===== config.mk =====
export PLATFORM = sky130hd
export DESIGN_NAME = div_job_sequencer
export DESIGN_NICKNAME = d
export VERILOG_FILES = /design/src/rtl/div_job_sequencer_pkg.sv /design/src/rtl/div_job_sequencer_timeout.sv /design/src/rtl/div_job_sequencer.sv
export SDC_FILE = /design/constraint.sdc
export NUM_CORES = 1
export LEC_CHECK = 0
export CAP_MARGIN = 40
export CORE_AREA = 3 3 64 66
export CTS_CLUSTER_SIZE = 16
export DETAILED_ROUTE_END_ITERATION = 12
export DIE_AREA = 0 0 67 69
export GPL_TIMING_DRIVEN = 0
export PLACE_DENSITY = 0.76
export SYNTH_ARGS = -nofsm -noshare
export SYNTH_HDL_FRONTEND = slang
export SYNTH_SLANG_ARGS = --single-unit

===== constraint.sdc =====
create_clock -name clk -period 2.5 [get_ports clk]
set_input_delay 0.25 -clock clk [delete_from_list [all_inputs] [get_ports clk]]
set_output_delay 0.25 -clock clk [all_outputs]
set_load 0.01 [all_outputs]

===== src/rtl/div_job_sequencer_pkg.sv =====
// ---------------------------------------------------------------------------
// div_job_sequencer_pkg
// Shared definitions for the divider job sequencer:
//   - default operand width and timeout limit
//   - sequencer state encoding (3-bit)
//   - divide-by-zero quotient pattern (all ones, sliced to WIDTH by users)
// ---------------------------------------------------------------------------
package div_job_sequencer_pkg;

   localparam int DEF_WIDTH   = 6;
   localparam int DEF_TIMEOUT = 31;

   typedef enum logic [2:0] {
      S_IDLE  = 3'd0,
      S_START = 3'd1,
      S_WAIT  = 3'd2,
      S_RESP  = 3'd3,
      S_DRAIN = 3'd4
   } state_e;

   // Wide all-ones word; users take the low WIDTH bits.
   localparam logic [31:0] DZ_QUOTIENT_ALL = 32'hFFFF_FFFF;

endpackage


===== src/rtl/div_job_sequencer_timeout.sv =====
// ---------------------------------------------------------------------------
// div_timeout_counter
// Counts cycles spent waiting on the divider.
// Ports:
//   clk    : rising-edge clock
//   rst    : synchronous active-high reset, clears the count
//   clr_i  : clear count to zero (priority over en_i)
//   en_i   : increment count by one
//   tc_o   : terminal count; high while the count equals TERMINAL-1, i.e.
//            during the TERMINAL-th enabled cycle after a clear
// ---------------------------------------------------------------------------
module div_timeout_counter
   import div_job_sequencer_pkg::*;
#(
   parameter int TERMINAL = DEF_TIMEOUT
) (
   input  logic clk,
   input  logic rst,
   input  logic clr_i,
   input  logic en_i,
   output logic tc_o
);

   localparam int CW = $clog2(TERMINAL + 1);

   logic [CW-1:0] count_q;
   logic [CW-1:0] count_d;

   always_comb begin
      count_d = count_q;
      if (clr_i) begin
         count_d = '0;
      end else if (en_i) begin
         count_d = count_q + 1'b1;
      end
   end

   always_ff @(posedge clk) begin
      if (rst) begin
         count_q <= '0;
      end else begin
         count_q <= count_d;
      end
   end

   assign tc_o = (count_q == CW'(TERMINAL - 1));

endmodule


===== src/rtl/div_job_sequencer.sv =====
// ---------------------------------------------------------------------------
// div_job_sequencer
// Front end for a restoring divider: accepts dividend/divisor jobs, issues a
// one-cycle start, waits for Done (or a timeout), and presents the captured
// result with divide-by-zero and timeout flags.
// Ports:
//   clk, rst                  : clock, synchronous active-high reset
//   in_valid/in_ready         : job handshake
//   in_dividend/in_divisor    : job operands
//   div_start                 : one-cycle start pulse to the divider
//   div_dividend/div_divisor  : operands held for the whole job
//   div_done                  : divider Done (high two cycles per job)
//   div_quotient/remainder    : divider results, valid with div_done
//   out_valid/out_ready       : result handshake
//   out_quotient/remainder    : registered result
//   out_dz, out_err           : divide-by-zero and timeout flags
// ---------------------------------------------------------------------------
module div_job_sequencer
   import div_job_sequencer_pkg::*;
#(
   parameter int WIDTH   = DEF_WIDTH,
   parameter int TIMEOUT = DEF_TIMEOUT
) (
   input  logic             clk,
   input  logic             rst,
   input  logic             in_valid,
   output logic             in_ready,
   input  logic [WIDTH-1:0] in_dividend,
   input  logic [WIDTH-1:0] in_divisor,
   output logic             div_start,
   output logic [WIDTH-1:0] div_dividend,
   output logic [WIDTH-1:0] div_divisor,
   input  logic             div_done,
   input  logic [WIDTH-1:0] div_quotient,
   input  logic [WIDTH-1:0] div_remainder,
   output logic             out_valid,
   input  logic             out_ready,
   output logic [WIDTH-1:0] out_quotient,
   output logic [WIDTH-1:0] out_remainder,
   output logic             out_dz,
   output logic             out_err
);

   state_e           state_q, state_d;
   logic [WIDTH-1:0] dividend_q, dividend_d;
   logic [WIDTH-1:0] divisor_q, divisor_d;
   logic [WIDTH-1:0] quot_q, quot_d;
   logic [WIDTH-1:0] rem_q, rem_d;
   logic             dz_q, dz_d;
   logic             err_q, err_d;

   logic             cnt_clr;
   logic             cnt_en;
   logic             cnt_tc;

   div_timeout_counter #(
      .TERMINAL (TIMEOUT)
   ) u_timeout (
      .clk   (clk),
      .rst   (rst),
      .clr_i (cnt_clr),
      .en_i  (cnt_en),
      .tc_o  (cnt_tc)
   );

   always_comb begin
      state_d    = state_q;
      dividend_d = dividend_q;
      divisor_d  = divisor_q;
      quot_d     = quot_q;
      rem_d      = rem_q;
      dz_d       = dz_q;
      err_d      = err_q;
      cnt_clr    = 1'b0;
      cnt_en     = 1'b0;

      case (state_q)
         S_IDLE: begin
            if (in_valid) begin
               if (in_divisor != '0) begin
                  dividend_d = in_dividend;
                  divisor_d  = in_divisor;
                  state_d    = S_START;
               end else begin
                  // Zero divisor is answered locally; the divider never runs.
                  quot_d  = DZ_QUOTIENT_ALL[WIDTH-1:0];
                  rem_d   = in_dividend;
                  dz_d    = 1'b1;
                  err_d   = 1'b0;
                  state_d = S_RESP;
               end
            end
         end

         S_START: begin
            cnt_clr = 1'b1;
            state_d = S_WAIT;
         end

         S_WAIT: begin
            cnt_en = 1'b1;
            if (div_done) begin
               quot_d  = div_quotient;
               rem_d   = div_remainder;
               dz_d    = 1'b0;
               err_d   = 1'b0;
               state_d = S_RESP;
            end else if (cnt_tc) begin
               quot_d  = '0;
               rem_d   = '0;
               dz_d    = 1'b0;
               err_d   = 1'b1;
               state_d = S_RESP;
            end
         end

         S_RESP: begin
            // If Done is still up, its second cycle must not leak into the
            // next job, so wait it out in S_DRAIN.
            if (out_ready) begin
               state_d = div_done ? S_DRAIN : S_IDLE;
            end
         end

         S_DRAIN: begin
            if (!div_done) begin
               state_d = S_IDLE;
            end
         end

         default: begin
            state_d = S_IDLE;
         end
      endcase
   end

   always_ff @(posedge clk) begin
      if (rst) begin
         state_q    <= S_IDLE;
         dividend_q <= '0;
         divisor_q  <= '0;
         quot_q     <= '0;
         rem_q      <= '0;
         dz_q       <= 1'b0;
         err_q      <= 1'b0;
      end else begin
         state_q    <= state_d;
         dividend_q <= dividend_d;
         divisor_q  <= divisor_d;
         quot_q     <= quot_d;
         rem_q      <= rem_d;
         dz_q       <= dz_d;
         err_q      <= err_d;
      end
   end

   assign in_ready      = (state_q == S_IDLE);
   assign out_valid     = (state_q == S_RESP);
   assign div_start     = (state_q == S_START);
   assign div_dividend  = dividend_q;
   assign div_divisor   = divisor_q;
   assign out_quotient  = quot_q;
   assign out_remainder = rem_q;
   assign out_dz        = dz_q;
   assign out_err       = err_q;

endmodule


* Word level (Yosys, flattened, before mapping)
Cells that the tools add are included.
** Word-level totals
- Word-level logic and storage cells :: 55
- Bits of input ports :: 29
- Output and inout port bits :: 29
- Flip-flop bits (word level) :: 34
** Cells by class
- Equality and inequality tests :: 10
- Muxes and demuxes :: 29
- $add $sub $neg :: 1
- Reduce and logical (&&, ||, !) cells :: 7
** Operator list (count)
- two-way mux 6 bit :: 7
- one-hot mux 6 bit (2 select lines) :: 2
- two-way mux 3 bit :: 6
- one-hot mux 3 bit (5 select lines) :: 1
- two-way mux 1 bit :: 10
- AND reduction 4 bit :: 2
- equality test 3 x 2 -> 1 bit (second input constant) :: 2
- != test 2 bit (second input constant) :: 3
- nonzero test 6 bit :: 1
- adder 5 x 1 -> 5 bit (second input constant) :: 1
- equality test 5 bit (second input constant) :: 1
- one-hot mux 1 bit (2 select lines) :: 2
- equality test 3 x 1 -> 1 bit (second input constant) :: 1
- equality test 3 bit (second input constant) :: 1
- logical NOT 3 bit :: 1
- != test 3 bit (second input constant) :: 1
- AND reduction 3 bit :: 1
- two-way mux 2 bit :: 1
- != test 2 x 1 -> 1 bit (second input constant) :: 1
- nonzero test 2 bit :: 1
- OR reduction 2 bit :: 1

* Longest topological paths before layout
Gate-level depths: netlist of run 1.
- Word-level depth :: 4
- Gate-level depth with buffers :: 7
- Gate-level depth less buffers :: 6

* Modules after synthesis
Synthesis of run 1 repeated with hierarchy kept, for this count alone.
** Second synthesis, totals
- Cells, all modules :: 163
- Area total of the unflattened synthesis :: 1576.5 sq um
** By module, submodules not included
- div_job_sequencer :: cells each 137, area each 1292.5 sq um, sequential area each 580.6 sq um, instances 1
- div_timeout_counter :: cells each 26, area each 284.0 sq um, sequential area each 100.1 sq um, instances 1

* Worst setup path after synthesis of run 1
No wires, ideal clock.
- Path type :: reg-to-reg
- From :: reg state_q[0]
- To :: reg rem_q[3] (netlist: out_remainder[3])
- Period minus slack after synthesis :: 1766 ps
- Setup slack :: 734 ps
- Data required time :: 2412 ps
- Cell stages (with the launch flop) :: 7
- Library setup time :: 88 ps
- Arrival :: 1677 ps
- Buffers on the path :: 2
- Path through :: dfxtp_1 > buf_6 > or4b_4 > nor4b_4 > buf_6 > nor3_1 > a311oi_2
** Between the ends
- Cells in the longest elaborated chain, start to end :: 3
- Elaborated cells between the ends (all ways) :: 8
- Those cells by class :: eq/ne (4); mux (1); reduce/logical (3)
** RTL lines
- from (decl) :: line div_job_sequencer.sv:44 : state_e state_q, state_d;
- from (signal assigned) :: line div_job_sequencer.sv:147 : state_q <= state_d;
- equality test 3 x 2 -> 1 bit / logical NOT 3 bit (equally long branches) :: line div_job_sequencer.sv:77 : case (state_q)
- != test 3 bit (no line), or another cell as far along
- AND reduction 4 bit (no line)
- to (signal assigned) :: line div_job_sequencer.sv:151 : rem_q <= rem_d;
- to (decl) :: line div_job_sequencer.sv:48 : logic [WIDTH-1:0] rem_q, rem_d;
Several ways; a longest one is shown, not always the timed one.
A chain may end at the register's enable or synchronous reset.

* Worst setup path in the final report of run 1
- From :: in in_divisor[0]
- To :: reg rem_q[3] (netlist: out_remainder[3])
** Between the ends
- Cells in the longest elaborated chain, start to end :: 3
** RTL lines
- from (decl) :: line div_job_sequencer.sv:29 : input logic [WIDTH-1:0] in_divisor,
- nonzero test 6 bit :: line div_job_sequencer.sv:80 : if (in_divisor != '0) begin
- != test 2 bit (no line)
- AND reduction 4 bit (no line)
No other way between the ends.

==> results of run 1 <==
[synth_stat cells]
library cell and number:
dfxtp_1 34, nor2_1 21, nor3_1 20, mux2i_1 12
nand2b_1 9, a21oi_1 8, nand3_1 7, clkbuf_1 6
a311oi_1 4, buf_2 3, nand2_1 3, nand4_1 3
nor3b_1 3, xor2_1 3, a211oi_1 2, a21o_1 2
a311oi_2 2, a31oi_1 2, buf_6 2, ha_1 2
a21oi_2 1, a22oi_1 1, a41oi_1 1, and2b_1 1
and3b_1 1, buf_1 1, buf_4 1, inv_1 1
nand4b_1 1, nor3_2 1, nor4_1 1, nor4b_4 1
nor4bb_1 1, or2_1 1, or4b_4 1, xnor2_1 1
[cells in the final DEF (no fill, tap or decap), types with 4 or more instances in the layout]
cell type        instances
clkdlybuf4s50_1         57
dfxtp_1                 34
nor2_1                  21
nor3_1                  20
mux2i_1                 12
nand2b_1                 9
a21oi_1                  8
nand3_1                  7
clkbuf_1                 6
clkbuf_8                 6
a311oi_1                 4
[report_power, final]
part           switching [mW]  internal (mW)
Clock                   0.184          0.212
Combinational           0.173          0.208
Sequential             0.0243          0.587
[path summary, 6_finish.rpt]
check | from | end | slack (ps) | cells past startpoint
min reg2reg | out_err | out_err | 470 | 2
max | in_divisor[0] | out_remainder[3] | 430 | 6
max reg2reg | u_timeout.count_q[0] | out_remainder[1] | 460 | 7
min | out_err | out_err | 470 | 2
[worst reg2reg max path, cell delays in order (launching register included)]
cell      delay [ps]
dfxtp_1          410
inv_1             70
ha_1             190
a41oi_1          280
nand2b_1         140
buf_1            300
nand2_1          280
a311oi_1         290
[cell type report]
class | instances | area, um2
Clock buffer | 6 | 82.6
Inverter | 1 | 3.75
Timing Repair Buffer | 57 | 571
Fill cell | 330 | 1390
Buffer | 13 | 71.3
Tap cell | 48 | 60.1
Multi-Input combinational cell | 116 | 771
Sequential cell | 34 | 681
[cell families after synthesis]
kind of cell               after synthesis  synth area share (%)
and+or+nand+nor                         75                  27.4
DFF                                     34                  44.6
AOI/OAI and AO/OA                       23                  11.3
buffers and inverters                   14                  4.92
muxes                                   12                  7.87
xor gates and xnor gates                 4                  2.30
adders and majority gates                2                  1.64
[state kept, by name (all words and copies together) (netlist names)]
signal / count
out_dz: 1
u_timeout.count_q: 5
out_remainder: 6
div_divisor: 6
div_dividend: 6
out_err: 1
state_q: 3
out_quotient: 6
[metal layers]
layer  part of all wire, %  vias to the layer above
met5                     0                        -
met4                  0.94                        0
met3                   7.4                        5
met2                    46                       47
met1                    45                      650
li1                      -                      710
==> impl_metrics.json, run 1 <==
{
  "avgSynthCellArea_um2": 9.31,
  "drv_cap": 0,
  "post_cts_resized": 0,
  "num_vias": 1412,
  "first_global_vias": 1360,
  "power.total_mw": 1.39,
  "ys_types": 36,
  "cts_made_buffers": 5,
  "cp_top_family": "simple AND/OR/NAND/NOR gates",
  "crit_buf_inv": 2,
  "coreArea_um2": 3630,
  "critPathMaxFanout": 10,
  "antenna_found_initial": 0,
  "pre_cts_slack_ps": 157,
  "synth_top_area_share_pct": 44.6,
  "finish.utilization_pct": 61.6,
  "drtAntennaViolNets": 0,
  "clkSinkCount": 34,
  "drt_iter0_markers": 72,
  "fin_hold_ws_ps": 473,
  "htreeDepth": 2,
  "die_h_um": 69,
  "met2_usage_pct": 26.0,
  "setup_violations": 0,
  "fin_skew_ps": 2.47,
  "worstPathRequired_ps": 2700,
  "vias_per_cell": 5.13,
  "clk_latency_ps": 280,
  "met3_usage_pct": 5.86,
  "synth_top_cell_by_area": "dfxtp_1",
  "hold_path.class": "reg -> reg",
  "root_buffer": "clkbuf_8",
  "drive_gt1_share_pct": 7.93,
  "drt_pass1_iterations": 4,
  "yosys_warnings": 0,
  "final-hold-violation-count": 0,
  "grt_busiest_layer": "met2",
  "place_inst": 269,
  "start_util_pct": 42.0,
  "ios": 58,
  "place_area_um2": 2160,
  "cp_slowest_cell": "nor4_1",
  "tns_ps": 0,
  "ys_top_cells_by_area": "dfxtp_1 45%, mux2i_1 7.9%, nor3_1 6.6%",
  "fp.dieW_um": 67,
  "syn_inst": 164,
  "drc": 0,
  "slew_viol_final": 0,
  "clk_path_buf_depth": 2,
  "synth_seq_cells": 34,
  "critPathCaptureType": "flip-flop",
  "worstPathCellList": "clkdlybuf4s50_1, nor4_1, nor4b_4, buf_6, nor3_1, a311oi_2",
  "dpl.hpwl_um": 2730,
  "portBuffers": 57,
  "grt.total_usage_pct": 16.9,
  "wl_um": 3720,
  "slew_headroom_pct": 51.4,
  "grt.overflow.total": 0,
  "yosysSeqAreaShare_pct": 44.6,
  "diodes": 0,
  "max_freq_mhz": 484,
  "routedWlPerCell_um": 13.5,
  "criticalPathCategory": "in -> reg",
  "met1_usage_pct": 22.4,
  "setup_slack_ps": 432,
  "grt_pass1_wl_um": 6190,
  "cpPeakStageDelay_ps": 660,
  "final_cell_area_um2": 2240,
  "power.density_nw_per_um2": 620,
  "worstMarginPinSlew_ps": 722,
  "synth_area_um2": 1530,
  "rows": 22,
  "post-route-min-period_ps": 2070,
  "critPathLaunchType": "input pin",
  "arrival_ps": 2270,
  "place_congestion": 0.818,
  "leakage_nw": 0.828,
  "timing.final.crit_share_pct": 82.7,
  "hold_buffers": 0,
  "rsz0062_at_grt": "false",
  "stdcell_count": 275,
  "post_cts_buffers": 0,
  "die-area_um2": 4620,
  "area_delta_synth_final_pct": 46.7,
  "syn_nets": 195,
  "nets": 259,
  "status": "finished clean",
  "vdd_drop_max_mv": 0.454,
  "cts_tree": "built",
  "grt_max_degree": 11,
  "path_clk_slew_ps": 60
}
Power figures use the tool's default switching activity.
==> run 2: changes to the inputs <==
- CORE_AREA: 3 3 64 66 -> 3 3 67 69
- DIE_AREA: 0 0 67 69 -> 0 0 70 72
- PLACE_DENSITY: 0.76 -> 0.73
- clock period: 2.5 -> 1.8 ns (I/O delays scaled with it)
==> run 2 against run 1 <==
Clock skew grew 2.2 ps. Critical endpoint is now out_remainder[2]. Sequential power grew 40%. Combinational power grew 49%. The flow now finishes with violations (negative setup slack). Flip-flop and latch count is the same. Routed wire length grew 7.1%. Final area grew 5.2%. Clock power grew 36%. Sequential share of layout area shrank 1.2 points.
==> impl_metrics.json, run 2 (same netlist as run 1, synthesis figures left out) <==
{
  "status": "finished, violations left",
  "violations": "negative setup slack",
  "setup_slack_ps": -39.1,
  "fp.dieW_um": 70,
  "portBuffers": 57,
  "power.total_mw": 1.96,
  "fin_skew_ps": 4.69,
  "rows": 23,
  "place_area_um2": 2160,
  "drtAntennaViolNets": 0,
  "grt.total_usage_pct": 15.8,
  "vias_per_cell": 5.10,
  "grt.overflow.total": 0,
  "clk_path_buf_depth": 2,
  "final_cell_area_um2": 2360,
  "drc": 0,
  "final_common_cell": "clkdlybuf4s50_1",
  "root_buffer": "clkbuf_8",
  "criticalPathCategory": "reg -> reg",
  "clk_latency_ps": 280,
  "timing.final.crit_share_pct": 102,
  "start_util_pct": 38.4,
  "routedWlPerCell_um": 14.2,
  "r2r-start": "state_q[1]",
  "worstPathCellList": "or4b_4, nor4b_4, buf_4, nor3_1, a311oi_1",
  "drt_pass1_iterations": 4,
  "hold_buffers": 0,
  "path_clk_slew_ps": 60,
  "diodes": 0,
  "area_delta_synth_final_pct": 54.3,
  "hold_path_startpoint": "in_valid",
  "worst-path-stages": 5,
  "hold_end": "out_err",
  "clkSinkCount": 34,
  "nets": 262,
  "htreeDepth": 2,
  "critPathCaptureType": "flip-flop",
  "critPathLaunchType": "flip-flop",
  "drv_cap": 0,
  "die-area_um2": 5040,
  "rsz0062_at_grt": "true",
  "cpPeakStageDelay_ps": 570,
  "slew_headroom_pct": 64.2,
  "post-route-min-period_ps": 1840,
  "drt_iter0_markers": 77,
  "final-hold-violation-count": 0,
  "fin_hold_ws_ps": 404,
  "die_h_um": 72,
  "whs_path_depth": 4,
  "setup_violations": 1,
  "leakage_nw": 0.892,
  "rrSetupSlack_ps": -40,
  "hold_path.class": "in -> reg",
  "worstPathRequired_ps": 1980,
  "first_global_vias": 1374,
  "coreArea_um2": 3970,
  "cts_tree": "built",
  "final_cell_mix": "54 x clkdlybuf4s50_1, 31 x dfxtp_1, 21 x nor2_1",
  "critPathMaxFanout": 3,
  "power.density_nw_per_um2": 833,
  "r2r-end": "out_remainder[2]",
  "num_vias": 1428,
  "max_freq_mhz": 544,
  "drive_gt1_share_pct": 15.7,
  "place_congestion": 0.769,
  "crit_buf_inv": 1,
  "ios": 58,
  "worstMarginPinSlew_ps": 537,
  "finish.utilization_pct": 59.3,
  "wl_um": 3990,
  "grt_pass1_wl_um": 6310,
  "dpl.hpwl_um": 2820,
  "slew_viol_final": 0,
  "tns_ps": -39.1,
  "arrival_ps": 2020,
  "grt_max_degree": 11,
  "reg2regPathDepth": 5,
  "cts_made_buffers": 5,
  "cp_slowest_cell": "or4b_4",
  "vdd_drop_max_mv": 0.609,
  "antenna_found_initial": 0,
  "cp_top_family": "simple AND/OR/NAND/NOR gates"
}
==> run 2: changes by cell type in the layout (fill, tap and decap cells not counted), sizes merged <==
cell / delta
clkdlybuf4s50: -3
dlymetal6s2s: +2
buf: +3
dlygate4sd2: +1
==> run 2: metal layers <==
layer	GRT usage, %	vias to the layer above	share of wire (%)
met5	0	-	0
met4	6.81	0	1.2
met3	6.09	5	7.4
met2	25.1	40	48
met1	19.1	663	44
li1	-	720	-
==> run 2: per-stage QoR <==
stage	worst slack (ps)	instances
after floorplan	34.4	164
after global placement	-426	271
after detailed placement	-435	271
after CTS	-5.81	277
after global routing	-75.0	280
final	-39.1	280
==> run 2: where the power goes <==
group | internal, mW | switching (mW) | leakage, nW
registers | 0.819 | 0.0373 | 0.279
logic | 0.312 | 0.254 | 0.570
clock network | 0.294 | 0.246 | 0.0431
==> run 2: layout make-up <==
class | instances | area (um2)
fill | 359 | 1620
multi-input combinational | 116 | 833
sequential | 34 | 687
timing repair buffer | 62 | 609
clock buffer | 6 | 82.6
buffer | 11 | 77.6
tap | 50 | 62.6
inverter | 1 | 3.75
==> run 2: worst max path at each step <==
| stage | endpoint | startpoint | slack [ps] |
|---|---|---|---|
| after CTS | out_remainder[2] | state_q[0] | -6 |
| after global placement | out_remainder[5] | in_divisor[0] | -430 |
| final | out_remainder[2] | state_q[1] | -40 |
| after global routing | out_quotient[3] | state_q[1] | -80 |
| after floorplan | out_remainder[3] | state_q[0] | 30 |
| after detailed placement | out_remainder[4] | in_divisor[0] | -430 |
==> run 2: repair_timing <==
action / CTS / global route
pin swaps: 2 / 2
gates resized for setup: 12 / 16
cloned: 0 / 1
buffers inserted: 1 / 3
endpoints found under the setup margin: 27 / 26
==> run 2: tightest hold or removal path: cells and delay by family <==
kind                   cells  cell delay [ps]
AND/OR/NAND/NOR            2              270
buffers and inverters      1              130
AO/OA/AOI/OAI              1               50
==> run 3: changes to the inputs <==
- CTS_CLUSTER_DIAMETER: default -> 60
- SETUP_SLACK_MARGIN: default -> 0.2
==> run 3 against run 2 <==
The flow now finishes without violations. Critical path depth is 2 higher. Cell count grew 5.4%. Combinational power grew 16%. Clock-buffer cell count grew 1. Core utilization increased by 4.4 points. Non-clock buffer count grew 13. Die area did not move. First-iteration DRC count grew 12%. Maximum frequency grew 3.1%. Flip-flop and latch count stayed put. Largest cell class unchanged.
==> impl_metrics.json, run 3 (same netlist as run 1, synthesis figures left out) <==
{
  "setup_violations": 0,
  "drc": 0,
  "portBuffers": 57,
  "nets": 275,
  "critPathCaptureType": "flip-flop",
  "final_cell_mix": "54 x clkdlybuf4s50_1, 32 x dfxtp_1, 21 x nor2_1",
  "vias_per_cell": 5.22,
  "drt_pass1_iterations": 4,
  "critPathMaxFanout": 10,
  "slew_headroom_pct": 63.3,
  "cts_made_buffers": 5,
  "rrSetupSlack_ps": 20,
  "r2r-start": "state_q[0]",
  "clkSinkCount": 34,
  "clockPowerShare_pct": 28.4,
  "grt_pass1_wl_um": 7020,
  "fp.dieW_um": 70,
  "diodes": 0,
  "drive_gt1_share_pct": 23.3,
  "crit_buf_inv": 3,
  "hold_end": "out_err",
  "cp_slowest_cell": "or4b_4",
  "n_fill_cell": 336,
  "post-route-min-period_ps": 1780,
  "grt.overflow.total": 0,
  "drv_cap": 0,
  "first_global_vias": 1481,
  "grt.total_usage_pct": 17.6,
  "stdcell_count": 295,
  "grt_max_degree": 11,
  "cts_tree": "built",
  "worstPathCellList": "buf_6, or4b_4, buf_4, a21oi_4, buf_8, mux2i_1, nor2_1",
  "cpPeakStageDelay_ps": 500,
  "path_clk_slew_ps": 70,
  "place_congestion": 0.831,
  "slew_viol_final": 0,
  "num_vias": 1540,
  "arrival_ps": 1950,
  "die_h_um": 72,
  "timing.final.crit_share_pct": 99.1,
  "worstPathRequired_ps": 1970,
  "fin_hold_ws_ps": 480,
  "fin_skew_ps": 5.20,
  "antenna_found_initial": 0,
  "rsz0062_at_grt": "true",
  "whs_path_depth": 2,
  "root_buffer": "clkbuf_8",
  "final-hold-violation-count": 0,
  "die-area_um2": 5040,
  "seqPwrFrac_pct": 40.5,
  "area_delta_synth_final_pct": 65.8,
  "htreeDepth": 2,
  "internal_power_mw": 1.50,
  "clk_path_buf_depth": 2,
  "drt_iter0_markers": 86,
  "place_inst": 271,
  "worstMarginPinSlew_ps": 550,
  "cp_top_family": "simple AND/OR/NAND/NOR gates",
  "rows": 23,
  "comb_power_share_pct": 31.2,
  "switching_share_pct": 28.7,
  "start_util_pct": 38.4,
  "clk_latency_ps": 290,
  "drtAntennaViolNets": 0,
  "routedWlPerCell_um": 14.6,
  "p_sw_mw": 0.603,
  "dpl.hpwl_um": 2770,
  "coreArea_um2": 3970,
  "leakage_nw": 0.968,
  "ios": 58,
  "power.density_nw_per_um2": 831,
  "criticalPathCategory": "reg -> reg",
  "final_common_cell": "clkdlybuf4s50_1",
  "reg2regPathDepth": 7,
  "critPathLaunchType": "flip-flop",
  "hold_path.class": "reg -> reg",
  "vdd_drop_max_mv": 0.540,
  "hold_path_startpoint": "out_err",
  "status": "finished clean",
  "r2r-end": "div_dividend[2]",
  "wl_um": 4310,
  "max_freq_mhz": 561
}
run 3: cell types whose count changed in the layout (fill, tap and decap cells not counted), sizes merged:
| cell | previous run | this run |
|---|---|---|
| buf | 10 | 22 |
| clkbuf | 12 | 16 |
| clkdlybuf4s15 | 0 | 1 |
| clkinv | 0 | 1 |
| dlygate4sd2 | 1 | 0 |
| dlymetal6s2s | 2 | 0 |
run 3: tightest hold or removal path: stages, from the launching register on:
cell and delay [ps]:
dfxtp_1 320, nand3_1 60, a21oi_1 60
run 3: per-layer routing:
| layer | part of all wire [%] | routed length, um | GRT usage (%) | vias up |
|---|---|---|---|---|
| met5 | 0 | 0 | 0 | - |
| met4 | 1.0 | 45 | 7.66 | 0 |
| met3 | 6.0 | 260 | 5.40 | 5 |
| met2 | 49 | 2110 | 28.5 | 48 |
| met1 | 44 | 1900 | 21.6 | 740 |
| li1 | - | - | - | 747 |
run 3: worst max-delay path by stage:
| stage | start | to | cells past startpoint |
|---|---|---|---|
| 2_1_floorplan | state_q[0] | out_remainder[3] | 6 |
| 3_3_place_gp | in_divisor[0] | out_remainder[5] | 6 |
| 3_5_place_dp | in_divisor[0] | out_remainder[5] | 6 |
| 4_1_cts | state_q[0] | div_dividend[2] | 6 |
| 5_1_grt | state_q[0] | div_dividend[2] | 7 |
| 6_report | state_q[0] | div_dividend[2] | 7 |
run 3: area by class of cell:
| cell class | count | area [um2] | area share (%) |
|---|---|---|---|
| flip-flops and latches | 34 | 683 | 27.0 |
| plain buffers | 13 | 113 | 4.45 |
| repair buffers | 73 | 702 | 27.7 |
| inverters | 1 | 3.75 | 0.148 |
| clock buffers | 7 | 86.3 | 3.41 |
| clock inverters | 1 | 5.00 | 0.198 |
| well taps | 50 | 62.6 | 2.47 |
| multi-input cells | 116 | 876 | 34.6 |
run 3: power by group through the flow:
| stage | clock (mW) | sequential (mW) | combinational, mW |
|---|---|---|---|
| 3_3_place_gp | 0 | 0.863 | 0.531 |
| 6_report | 0.597 | 0.852 | 0.655 |
| 5_1_grt | 0.632 | 0.859 | 0.707 |
| 4_1_cts | 0.603 | 0.851 | 0.592 |
| 3_5_place_dp | 0 | 0.865 | 0.536 |
| 2_1_floorplan | 0 | 0.887 | 0.270 |
run 3: per-stage QoR:
step / area [um2] / TNS [ps] / worst slack [ps] / util (%) / power, mW
2_1_floorplan: 1530 / 0 / 34.4 / - / 1.16
3_3_place_gp: 2160 / -6930 / -487 / 54.5 / 1.39
3_5_place_dp: 2160 / -7150 / -459 / 54.5 / 1.40
4_1_cts: 2410 / 0 / 21.6 / 60.7 / 2.05
5_1_grt: 2530 / -949 / -72.8 / 63.7 / 2.20
6_report: 2530 / 0 / 16.1 / 63.7 / 2.10
run 3: repair_timing:
action	4_1_cts	5_1_grt
pin swaps	5	7
hold buffers	0	0
cloned	1	1
buffers inserted	10	4
gates resized for setup	26	20
setup endpoints to repair	30	35
